[src/rtl/serial_frame_receiver.sv]
// Serial frame receiver: start bit, WIDTH data bits, optional even parity, stop bit.
// Good words land in a one-deep valid/ready buffer; bad or dropped frames pulse a flag.
module serial_frame_receiver #(
    parameter int WIDTH     = 4,
    parameter int PARITY_EN = 1,
    parameter int LSB_FIRST = 1
) (
    input  logic             clk,
    input  logic             rst,
    input  logic             bit_en,
    input  logic             serial_in,
    input  logic             ready,
    output logic [WIDTH-1:0] data_out,
    output logic             valid,
    output logic             busy,
    output logic             parity_err,
    output logic             frame_err,
    output logic             overrun,
    output logic [1:0]       state_dbg
);

    // Handshake: a word transfers on any rising edge where valid=1 and ready=1;
    // valid never drops without a transfer (or reset), and ready is ignored while valid=0.

    localparam int CNT_W = $clog2(WIDTH + 1);
    localparam logic [CNT_W-1:0] LAST_BIT = CNT_W'(WIDTH - 1);

    typedef enum logic [1:0] {
        IDLE   = 2'd0,
        DATA   = 2'd1,
        PARITY = 2'd2,
        STOP   = 2'd3
    } state_t;

    state_t           state_q, state_d;
    logic [CNT_W-1:0] cnt_q, cnt_d;
    logic [WIDTH-1:0] shreg_q, shreg_d;
    logic             par_q, par_d;
    logic             parity_bad_q, parity_bad_d;
    logic [WIDTH-1:0] data_q, data_d;
    logic             valid_q, valid_d;
    logic             parity_err_q, parity_err_d;
    logic             frame_err_q, frame_err_d;
    logic             overrun_q, overrun_d;
    logic             pop;

    always_comb begin
        state_d      = state_q;
        cnt_d        = cnt_q;
        shreg_d      = shreg_q;
        par_d        = par_q;
        parity_bad_d = parity_bad_q;
        data_d       = data_q;
        valid_d      = valid_q;
        parity_err_d = 1'b0;
        frame_err_d  = 1'b0;
        overrun_d    = 1'b0;
        pop          = valid_q && ready;

        if (pop) valid_d = 1'b0;

        if (bit_en) begin
            case (state_q)
                IDLE: begin
                    if (!serial_in) begin
                        state_d      = DATA;
                        cnt_d        = '0;
                        par_d        = 1'b0;
                        parity_bad_d = 1'b0;
                    end
                end
                DATA: begin
                    if (LSB_FIRST != 0) shreg_d = {serial_in, shreg_q[WIDTH-1:1]};
                    else                shreg_d = {shreg_q[WIDTH-2:0], serial_in};
                    par_d = par_q ^ serial_in;
                    cnt_d = cnt_q + CNT_W'(1);
                    if (cnt_q == LAST_BIT) begin
                        if (PARITY_EN != 0) state_d = PARITY;
                        else                state_d = STOP;
                    end
                end
                PARITY: begin
                    parity_bad_d = par_q ^ serial_in;
                    state_d      = STOP;
                end
                STOP: begin
                    state_d = IDLE;
                    // A bad stop bit outranks a parity failure.
                    if (!serial_in) begin
                        frame_err_d = 1'b1;
                    end else if (parity_bad_q) begin
                        parity_err_d = 1'b1;
                    end else if (!valid_q || pop) begin
                        data_d  = shreg_q;
                        valid_d = 1'b1;
                    end else begin
                        overrun_d = 1'b1;
                    end
                end
                default: state_d = IDLE;
            endcase
        end
    end

    always_ff @(posedge clk) begin
        if (rst) begin
            state_q      <= IDLE;
            cnt_q        <= '0;
            shreg_q      <= '0;
            par_q        <= 1'b0;
            parity_bad_q <= 1'b0;
            data_q       <= '0;
            valid_q      <= 1'b0;
            parity_err_q <= 1'b0;
            frame_err_q  <= 1'b0;
            overrun_q    <= 1'b0;
        end else begin
            state_q      <= state_d;
            cnt_q        <= cnt_d;
            shreg_q      <= shreg_d;
            par_q        <= par_d;
            parity_bad_q <= parity_bad_d;
            data_q       <= data_d;
            valid_q      <= valid_d;
            parity_err_q <= parity_err_d;
            frame_err_q  <= frame_err_d;
            overrun_q    <= overrun_d;
        end
    end

    assign data_out   = data_q;
    assign valid      = valid_q;
    assign busy       = (state_q != IDLE);
    assign parity_err = parity_err_q;
    assign frame_err  = frame_err_q;
    assign overrun    = overrun_q;
    assign state_dbg  = state_q;

endmodule

[config.mk]
export PLATFORM = sky130hd
export DESIGN_NAME = serial_frame_receiver
export DESIGN_NICKNAME = d
export VERILOG_FILES = /design/src/rtl/serial_frame_receiver.sv
export SDC_FILE = /design/constraint.sdc
export NUM_CORES = 1
export LEC_CHECK = 0
export CAP_MARGIN = 10
export CORE_UTILIZATION = 45
export CTS_CLUSTER_DIAMETER = 60
export CTS_CLUSTER_SIZE = 40
export DETAILED_ROUTE_END_ITERATION = 6
export HOLD_SLACK_MARGIN = 0.02
export MAX_ROUTING_LAYER = met4
export PLACE_DENSITY = 0.7
export SYNTH_ARGS = -nofsm -noshare
export SYNTH_HDL_FRONTEND = slang
export SYNTH_SLANG_ARGS = --single-unit
[constraint.sdc]
create_clock -name clk -period 2.6 [get_ports clk]
set_clock_uncertainty 0.15 [all_clocks]
set_input_delay 0.52 -clock clk [delete_from_list [all_inputs] [get_ports clk]]
set_output_delay 0.52 -clock clk [all_outputs]
set_load 0.01 [all_outputs]
==> summary.txt, run 1 <==
Layout
  – Antenna Cells: 0
  – Area growth from synthesis to layout: 21.0%
  – Final Net Count: 130
  – FILL cells: 184
  – Register area: 380 um2
  – Share of cells above drive strength 1: 5.13%
  – Area of the multi-input gates: 490 um2

STA
  – Worst slew pin tran: 0.717 ns
  – Setup_tns: 0 ns
  – Tmin final: 2.46 ns
  – Final Cycle Share: 94.4%
  – Final setup vio count: 0
  – Fmax: 407 MHz
  – Relative slew slack: 52.0%
  – Max-slew violations: 0
  – Final Hold Vio Count: 0
  – Unrepaired setup endpoints after global routing: no

CTS
  – CTS tree: built
  – TritonCTS buffer count: 3
  – CTS H-tree depth: 1
  – Clock transition at path regs: 0.10 ns
  – Hold bufs inserted after CTS: 0
  – Root buf cell: clkbuf_4
  – CTS Sinks: 19
  – Longest Clk Path Bufs: 2
  – # resized after CTS: 0
  – Setup bufs post-CTS: 0
  – Skew-Pair Late Insertion Delay: 0.29 ns

Placement
  – Port Buffers: 15
  – Dpl hpwl: 1210 um
  – GPL Wtd Cong: 0.743

Logic synthesis
  – Synth area leaders: dfxtp_1, ha_1, nand2b_1, a21oi_1, mux2i_1
  – Yosys top cell area share: 41.5%
  – #FFs+latches synth: 19
  – Syn nets: 115
  – Yosys cell types: 25
  – Asr flop ratio synth: 0%
  – Post-synth EDFFs: 0
  – Register area share after synthesis: 41.5%
  – Top FF cell, synth: dfxtp_1
  – Syn Inst Count: 103
  – Post-Syn Area: 916 um2
  – Avg Cell Area, Syn: 8.89 um2
  – Commonest cells post-synth: dfxtp_1, a21oi_1, nand2b_1
  – Post-synth top area cell: dfxtp_1
  – Ys Warns: 0
  – Top-count cell post-synth: dfxtp_1

Global route
  – GR Util All Layers: 18.7%
  – Antenna violations before repair: 0
  – Largest net degree at the start of global routing: 24
  – Grt total ovfl: 0
  – Vias in the first global route: 651
  – First-pass GRT wire length: 2820 um

Detailed routing
  – Initial DRC count: 11
  – Routed Antenna Nets: 0
  – Final WL: 1670 um
  – Drt first pass iters: 4
  – DRC viols: 0
  – Routed vias/inst: 5.16
  – Vias: 733
  – Routed length per instance: 11.8 um

Critical path
  – R2r startpoint: state_dbg[0]$_SDFFE_PP0P_
  – Crit path kind: flip-flop to output pin
  – Worst Setup End Kind: output pin
  – Startpoint types: flip-flop
  – Crit path from: state_dbg[0]$_SDFFE_PP0P_
  – Max FO, Critical Path: 9
  – Worst EP arrival: 1.79 ns
  – Crit path required time: 1.93 ns

Floorplanning
  – Num rows: 15
  – Die Y: 47.1 um
  – IO Count: 16
  – Core Area: 0.00182 mm2
  – Starting density of the core: 50.3%
  – Die Span X: 47.1 um
  – Die Area: 0.00222 mm2

Flow run
  – Max Cap Viol: 0

Outcome
  – Status: finished, final reports clean

Pwr
  – Worst vdd ir: 368 uV
  – Overall power: 0.526 mW
  – Leakage dissipation: 0.376 nW
  – Power per cell area: 474 mW/mm2

Hold path
  – HP Start: data_out[2]$_SDFFE_PP0P_
  – Hold crit path type: flip-flop to flip-flop
==> cells in the final DEF (no fill, tap or decap), types with 3 or more instances in the layout <==
cell             count
a21oi_1             11
clkbuf_4             3
clkdlybuf4s50_1     15
dfxtp_1             19
ha_1                 7
inv_1                4
mux2i_1              4
nand2_1              7
nand2b_1             9
nand3_1              6
nand3b_1             4
o21ai_0              7
==> logic make-up (layout without fill, tap and decap cells) <==
logic type	count (synthesis)	after routing	synth area share, %
AO/OA/AOI/OAI	22	22	13.8
adder cells (fa/ha/maj)	7	7	9.56
flip-flops	19	19	41.5
multiplexers	4	4	4.37
buffers and inverters	11	25	4.92
AND/OR/NAND/NOR	40	40	25.8
==> registers in the layout, indices dropped and copies added (netlist names) <==
register,count
state_dbg,2
overrun,1
shreg_q,4
parity_bad_q,1
frame_err,1
parity_err,1
par_q,1
cnt_q,3
valid,1
data_out,4
==> critical path, stage by stage, from the launching register on <==
cell and delay, ns:
dfxtp_1 0.41, inv_1 0.10, ha_1 0.32, inv_1 0.12, clkdlybuf4s50_1 0.54
==> power breakdown <==
| group | total [mW] | switching [mW] | internal [mW] | leakage, nW |
|---|---|---|---|---|
| sequential | 0.300 | 0.00460 | 0.295 | 0.153 |
| clock | 0.144 | 0.0843 | 0.0597 | 0.0150 |
| combinational | 0.0820 | 0.0450 | 0.0370 | 0.207 |
==> metal layers <==
| layer | vias up | share of wire [%] | track usage, % |
|---|---|---|---|
| met2 | 16 | 48 | 30.0 |
| li1 | 384 | - | - |
| met4 | 0 | 0.78 | 8.57 |
| met3 | 2 | 3.6 | 3.46 |
| met1 | 331 | 47 | 22.7 |
| met5 | - | 0 | - |
==> layout make-up <==
| type | count | area share [%] |
|---|---|---|
| Clock buffer | 4 | 2.37 |
| Inverter | 4 | 1.35 |
| Multi-Input combinational cell | 73 | 44.2 |
| Sequential cell | 19 | 34.3 |
| Tap cell | 25 | 2.82 |
| Timing Repair Buffer | 17 | 14.9 |
==> through the flow <==
stage          area (um2)  setup WS, ns  std cells  utilization [%]  hold slack, ns
2_1_floorplan         916         0.832        103                -           0.287
3_3_place_gp         1080         0.461        138             59.5           0.297
3_5_place_dp         1080         0.418        138             59.5           0.313
4_1_cts              1110         0.125        142             60.9           0.328
5_1_grt              1110        0.0325        142             60.9           0.352
6_report             1110         0.145        142             60.9           0.325
==> path summary, 6_finish.rpt <==
kind | cells after the start | slack (ns) | to
setup / recovery | 4 | 0.14 | busy
hold reg to reg | 2 | 0.32 | data_out[2]$_SDFFE_PP0P_
setup reg to reg | 5 | 0.76 | state_dbg[0]$_SDFFE_PP0P_
hold / removal | 2 | 0.32 | data_out[2]$_SDFFE_PP0P_
Power figures use the tool's default switching activity.
==> run 2, diff against run 1 <==
--- a/constraint.sdc
+++ b/constraint.sdc
@@ -3,3 +3,3 @@
 set_input_delay 0.52 -clock clk [delete_from_list [all_inputs] [get_ports clk]]
 set_output_delay 0.52 -clock clk [all_outputs]
-set_load 0.01 [all_outputs]
+set_load 0.005 [all_outputs]
==> results of run 2 <==
The final DEF is identical to that of run 1. Status: finished, final reports clean.
Main changes from that run: setup slack after layout 0.145 ns -> 0.180 ns; total power 0.526 mW -> 0.524 mW
==> edit 1, RTL diff (flow settings as in run 1) <==
The parameter `PARITY_EN` goes from 1 to 0.
--- a/src/rtl/serial_frame_receiver.sv
+++ b/src/rtl/serial_frame_receiver.sv
@@ -2,7 +2,7 @@
 // Good words land in a one-deep valid/ready buffer; bad or dropped frames pulse a flag.
 module serial_frame_receiver #(
     parameter int WIDTH     = 4,
-    parameter int PARITY_EN = 1,
+    parameter int PARITY_EN = 0,
     parameter int LSB_FIRST = 1
 ) (
     input  logic             clk,
Function: changed (a bounded check fails within 10 cycles, from zero or initial values and one cycle with rst high).
==> edit 1 against run 1 <==
Critical path depth did not move. Register-to-register slack improved by 0.16 ns. Worst setup slack gained 0.15 ns. Cell area rose by 1.7%. Synthesized cell count stayed put. Sequential cell count unchanged. Total power up 1.2%. Combinational power grew 1%. Routed wire length is 2.2% higher. Non-clock buffer count is 1 higher. Die area grew 4.1%. Count of clock-buffer cells in the layout stayed put. First-iteration DRC count rose by 64%. Area after synthesis rose by 4.2%.
==> edit 1: results (changes against run 1) <==
logic_synthesis:
  synth_seq_area_share_pct: 39.8  # -1.7 points
  syn_nets: 114  # -0.87%
  synth_common_cells: "dfxtp_1 (19), nand2b_1 (12), a21oi_1 (10)"
  synthTopCellsByArea: "dfxtp_1 (40%), ha_1 (7.9%), nand2b_1 (7.9%), a21oi_1 (5.2%), mux2i_1 (5.2%)"
  ys_types: 24  # -4.0%
global_routing:
  grt_max_degree: 16  # -33%
  grt_pass1_wl_um: 2860  # +1.5%
  grt_pass1_vias: 662  # +1.7%
  use_met2_pct: 28.9  # -1.1 points
  globalRouteMet1Util_pct: 23.1  # +0.43 points
  grt_use_met3_pct: 3.40  # -0.065 points
  grt_usage_pct: 18.6  # -0.17 points
  antenna_found_initial: 0  # unchanged
placement:
  gp_congestion: 0.739  # -0.55%
  dp_hpwl_um: 1250  # +3.3%
  dp.cells: 141  # +2.2%
finish:
  fillCellCount: 161  # -13%
  drive_gt1_share_pct: 9.32  # +4.2 points
worst_hold_path:
  whs_path_depth: 2  # unchanged
  hold_path_end: "shreg_q[0]$_SDFFE_PP0P_"
  hold_path.startpoint: "shreg_q[0]$_SDFFE_PP0P_"
status:
  outcome: "completed"
critical_path:
  worstPathMaxFanout: 5  # -4
  r2r_slack_ns: 0.92  # +0.16 ns
  cp.arrival_ns: 1.64  # -0.15 ns
  r2r_end: "state_dbg[1]$_SDFFE_PP0P_"
  r2r_cells: 6  # +1
clocking:
  clockBufferDepth: 2  # unchanged
  ctsResizeCount: 0  # unchanged
detailed_routing:
  viasPerCell: 5.12  # -0.87%
  drtIter0Drc: 18  # +7
  firstDrtPassIters: 4  # unchanged
  vias: 742  # +1.2%
  routed_wl_um: 1710  # +2.2%
power:
  peakVddDrop_uv: 277  # -25%
  leakage_nw: 0.383  # +2.1%
  p_sw_mw: 0.138  # +3.3%
timing:
  slew_headroom_pct: 70.2  # +18 points
## edit 1: cell families (layout without fill, tap and decap cells)
kind of cell / after synthesis / count (layout) / share of synthesized area [%]
buf+inv: 12 / 27 / 8.26
fa+ha+maj: 6 / 6 / 7.86
simple gates: 41 / 41 / 25.3
mux: 5 / 5 / 5.24
compound gates: 20 / 20 / 13.5
flops: 19 / 19 / 39.8
## edit 1: layout make-up
cell class	count	area (um^2)	area share, %
Multi-Input combinational cell	72	495	44.0
Sequential cell	19	380	33.7
Timing Repair Buffer	18	173	15.3
Tap cell	27	33.8	3.00
Clock buffer	4	26.3	2.33
Inverter	5	18.8	1.66
## edit 1: worst max-delay path, stage by stage, from the launching register on
cell	delay, ns
dfxtp_1	0.43
inv_1	0.09
ha_1	0.22
inv_1	0.08
clkdlybuf4s50_1	0.53
## edit 1: power groups by stage
stage / Sequential (mW) / Combinational, mW / Clock, mW
2_1_floorplan: 0.307 / 0.0587 / 0
3_3_place_gp: 0.307 / 0.0804 / 0
3_5_place_dp: 0.307 / 0.0827 / 0
4_1_cts: 0.301 / 0.0831 / 0.155
5_1_grt: 0.301 / 0.0920 / 0.166
6_report: 0.301 / 0.0832 / 0.149
## edit 1: stage by stage
step	worst slack, ns	instance area [um^2]	power (mW)	hold slack [ns]	utilization, %
3_5_place_dp	0.354	1100	0.390	0.304	55.6
5_1_grt	0.217	1130	0.559	0.332	56.9
3_3_place_gp	0.453	1100	0.387	0.301	55.6
6_report	0.291	1130	0.532	0.314	56.9
4_1_cts	0.276	1130	0.538	0.319	56.9
2_1_floorplan	1.00	955	0.366	0.287	-
## edit 1: how the worst max path moves through the flow
stage | endpoint | slack, ns
after global routing | busy | 0.22
after detailed placement | data_out[0]$_SDFFE_PP0P_ | 0.35
after global placement | data_out[3]$_SDFFE_PP0P_ | 0.45
after floorplan | busy | 1.00
final | busy | 0.29
after CTS | busy | 0.28
## edit 1: routing by layer
metal  vias up  part of all wire (%)
met4         0                   1.2
met5         -                     0
met2        12                    48
met3         4                   2.2
li1        382                     -
met1       344                    49
==> edit 2, RTL diff (settings of run 1) <==
Made on the original files. Reset style: asynchronous (`rst`), changed in one clocked block.
--- a/src/rtl/serial_frame_receiver.sv
+++ b/src/rtl/serial_frame_receiver.sv
@@ -102,7 +102,7 @@
         end
     end
 
-    always_ff @(posedge clk) begin
+    always_ff @(posedge clk or posedge rst) begin
         if (rst) begin
             state_q      <= IDLE;
             cnt_q        <= '0;
Function: differs if rst is asserted again (counterexample within 4 cycles, from zero or initial values and one cycle with rst high); with rst held inactive, the same outputs for 10 cycles.
==> edit 2 against run 1 <==
Core utilization increased by 0.36 points. Fmax decreased by 0.65%. Cell area decreased by 0.45%. Sequential cell count unchanged. Worst setup slack got worse by 0.016 ns. Routed wire length decreased by 14%. Global-route usage decreased by 2.5 points. Count of clock-buffer cells in the layout decreased by 1. Area after synthesis decreased by 1.8%. Highest routed layer unchanged.
Power is not compared: it rests on default switching activity, and its combinational part moved more than twofold at a synthesized area within 25%.
==> edit 2: results (changes against run 1) <==
detailed_routing:
  met1Wirelength_um: 774  # -1.9%
  drtIter0Drc: 4  # -7
  routed_wl_um: 1440  # -14%
  vias: 580  # -21%
  met3WireLength_um: 62  # +3.3%
  highest_layer: "met4"
  firstDrtPassIters: 3  # -1
  wl_per_cell_um: 12.4  # +5.1%
placement:
  dp_hpwl_um: 1030  # -15%
  dp.cells: 112  # -19%
  pre_cts_ws_ns: 0.325  # -0.0933 ns
  dpl_cell_area_um2: 1080  # -0.58%
global_routing:
  grt_use_met3_pct: 3.53  # +0.068 points
  grt_pass1_vias: 546  # -16%
  grt_pass1_wl_um: 2360  # -16%
  use_met2_pct: 21.1  # -8.9 points
  globalRouteMet1Util_pct: 23.2  # +0.53 points
critical_path:
  crit_start: "state_dbg[0]$_DFFE_PP0P_"
  r2r_slack_ns: 0.72  # -0.04 ns
  worstPathMaxFanout: 7  # -2
  r2r_end: "state_dbg[1]$_DFFE_PP0P_"
  r2r-start: "state_dbg[1]$_DFFE_PP0P_"
timing:
  slew_headroom_pct: 53.0  # +0.93 points
  fin_ws_ns: 0.129  # -0.0160 ns
  whs_ns: 0.341  # +0.0161 ns
logic_synthesis:
  synth_async_sr_flop_share_pct: 100  # +100 points
  synth_mux_area_share_pct: 13.5  # +9.1 points
  syn_avg_cell_area_um2: 12.3  # +39%
  syn_nets: 85  # -26%
  synthAdderAreaFrac_pct: 9.74  # +0.17 points
  synth_xor_area_share_pct: 0  # unchanged
  synth-compound-area-share_pct: 8.48  # -5.3 points
  ys_types: 24  # -4.0%
  synthTopCellsByArea: "dfrtp_1 (53%), mux2_2 (11%), ha_1 (9.7%), inv_1 (3.3%), mux2i_1 (2.2%)"
  synth_seq_area_share_pct: 52.9  # +11 points
finish:
  nets: 104  # -20%
  fillCellCount: 163  # -11%
  drive_gt1_share_pct: 17.6  # +12 points
status:
  outcome: "completed"
worst_hold_path:
  whs_path_depth: 1  # -1
  hold_path.startpoint: "cnt_q[0]$_DFFE_PP0P_"
  hold_path_end: "cnt_q[0]$_DFFE_PP0P_"
-- edit 2: cell types whose count changed after synthesis, moves of 3 or more --
| cell | delta |
|---|---|
| nand2_1 | -4 |
| nand3b_1 | -3 |
| inv_1 | +4 |
| dfxtp_1 | -19 |
| mux2_2 | +9 |
| clkbuf_1 | -4 |
| nand2b_1 | -8 |
| dfrtp_1 | +19 |
| a21oi_1 | -10 |
| o21ai_0 | -3 |
| nand3_1 | -5 |
-- edit 2: layout make-up --
class                           count  area [um^2]  area share (%)
Clock buffer                        3         22.5            2.04
Sequential cell                    19          475            43.1
Multi-Input combinational cell     45          389            35.3
Clock inverter                      1         5.00           0.454
Timing Repair Buffer               15          150            13.6
Tap cell                           25         31.3            2.83
Inverter                            8         30.0            2.72
-- edit 2: cells by family (layout without fill, tap and decap cells) --
group | Yosys count | count (layout)
adder cells (fa/ha/maj) | 7 | 7
AO/OA/AOI/OAI | 11 | 11
buffers and inverters | 9 | 27
flip-flops | 19 | 19
multiplexers | 11 | 11
AND/OR/NAND/NOR | 16 | 16
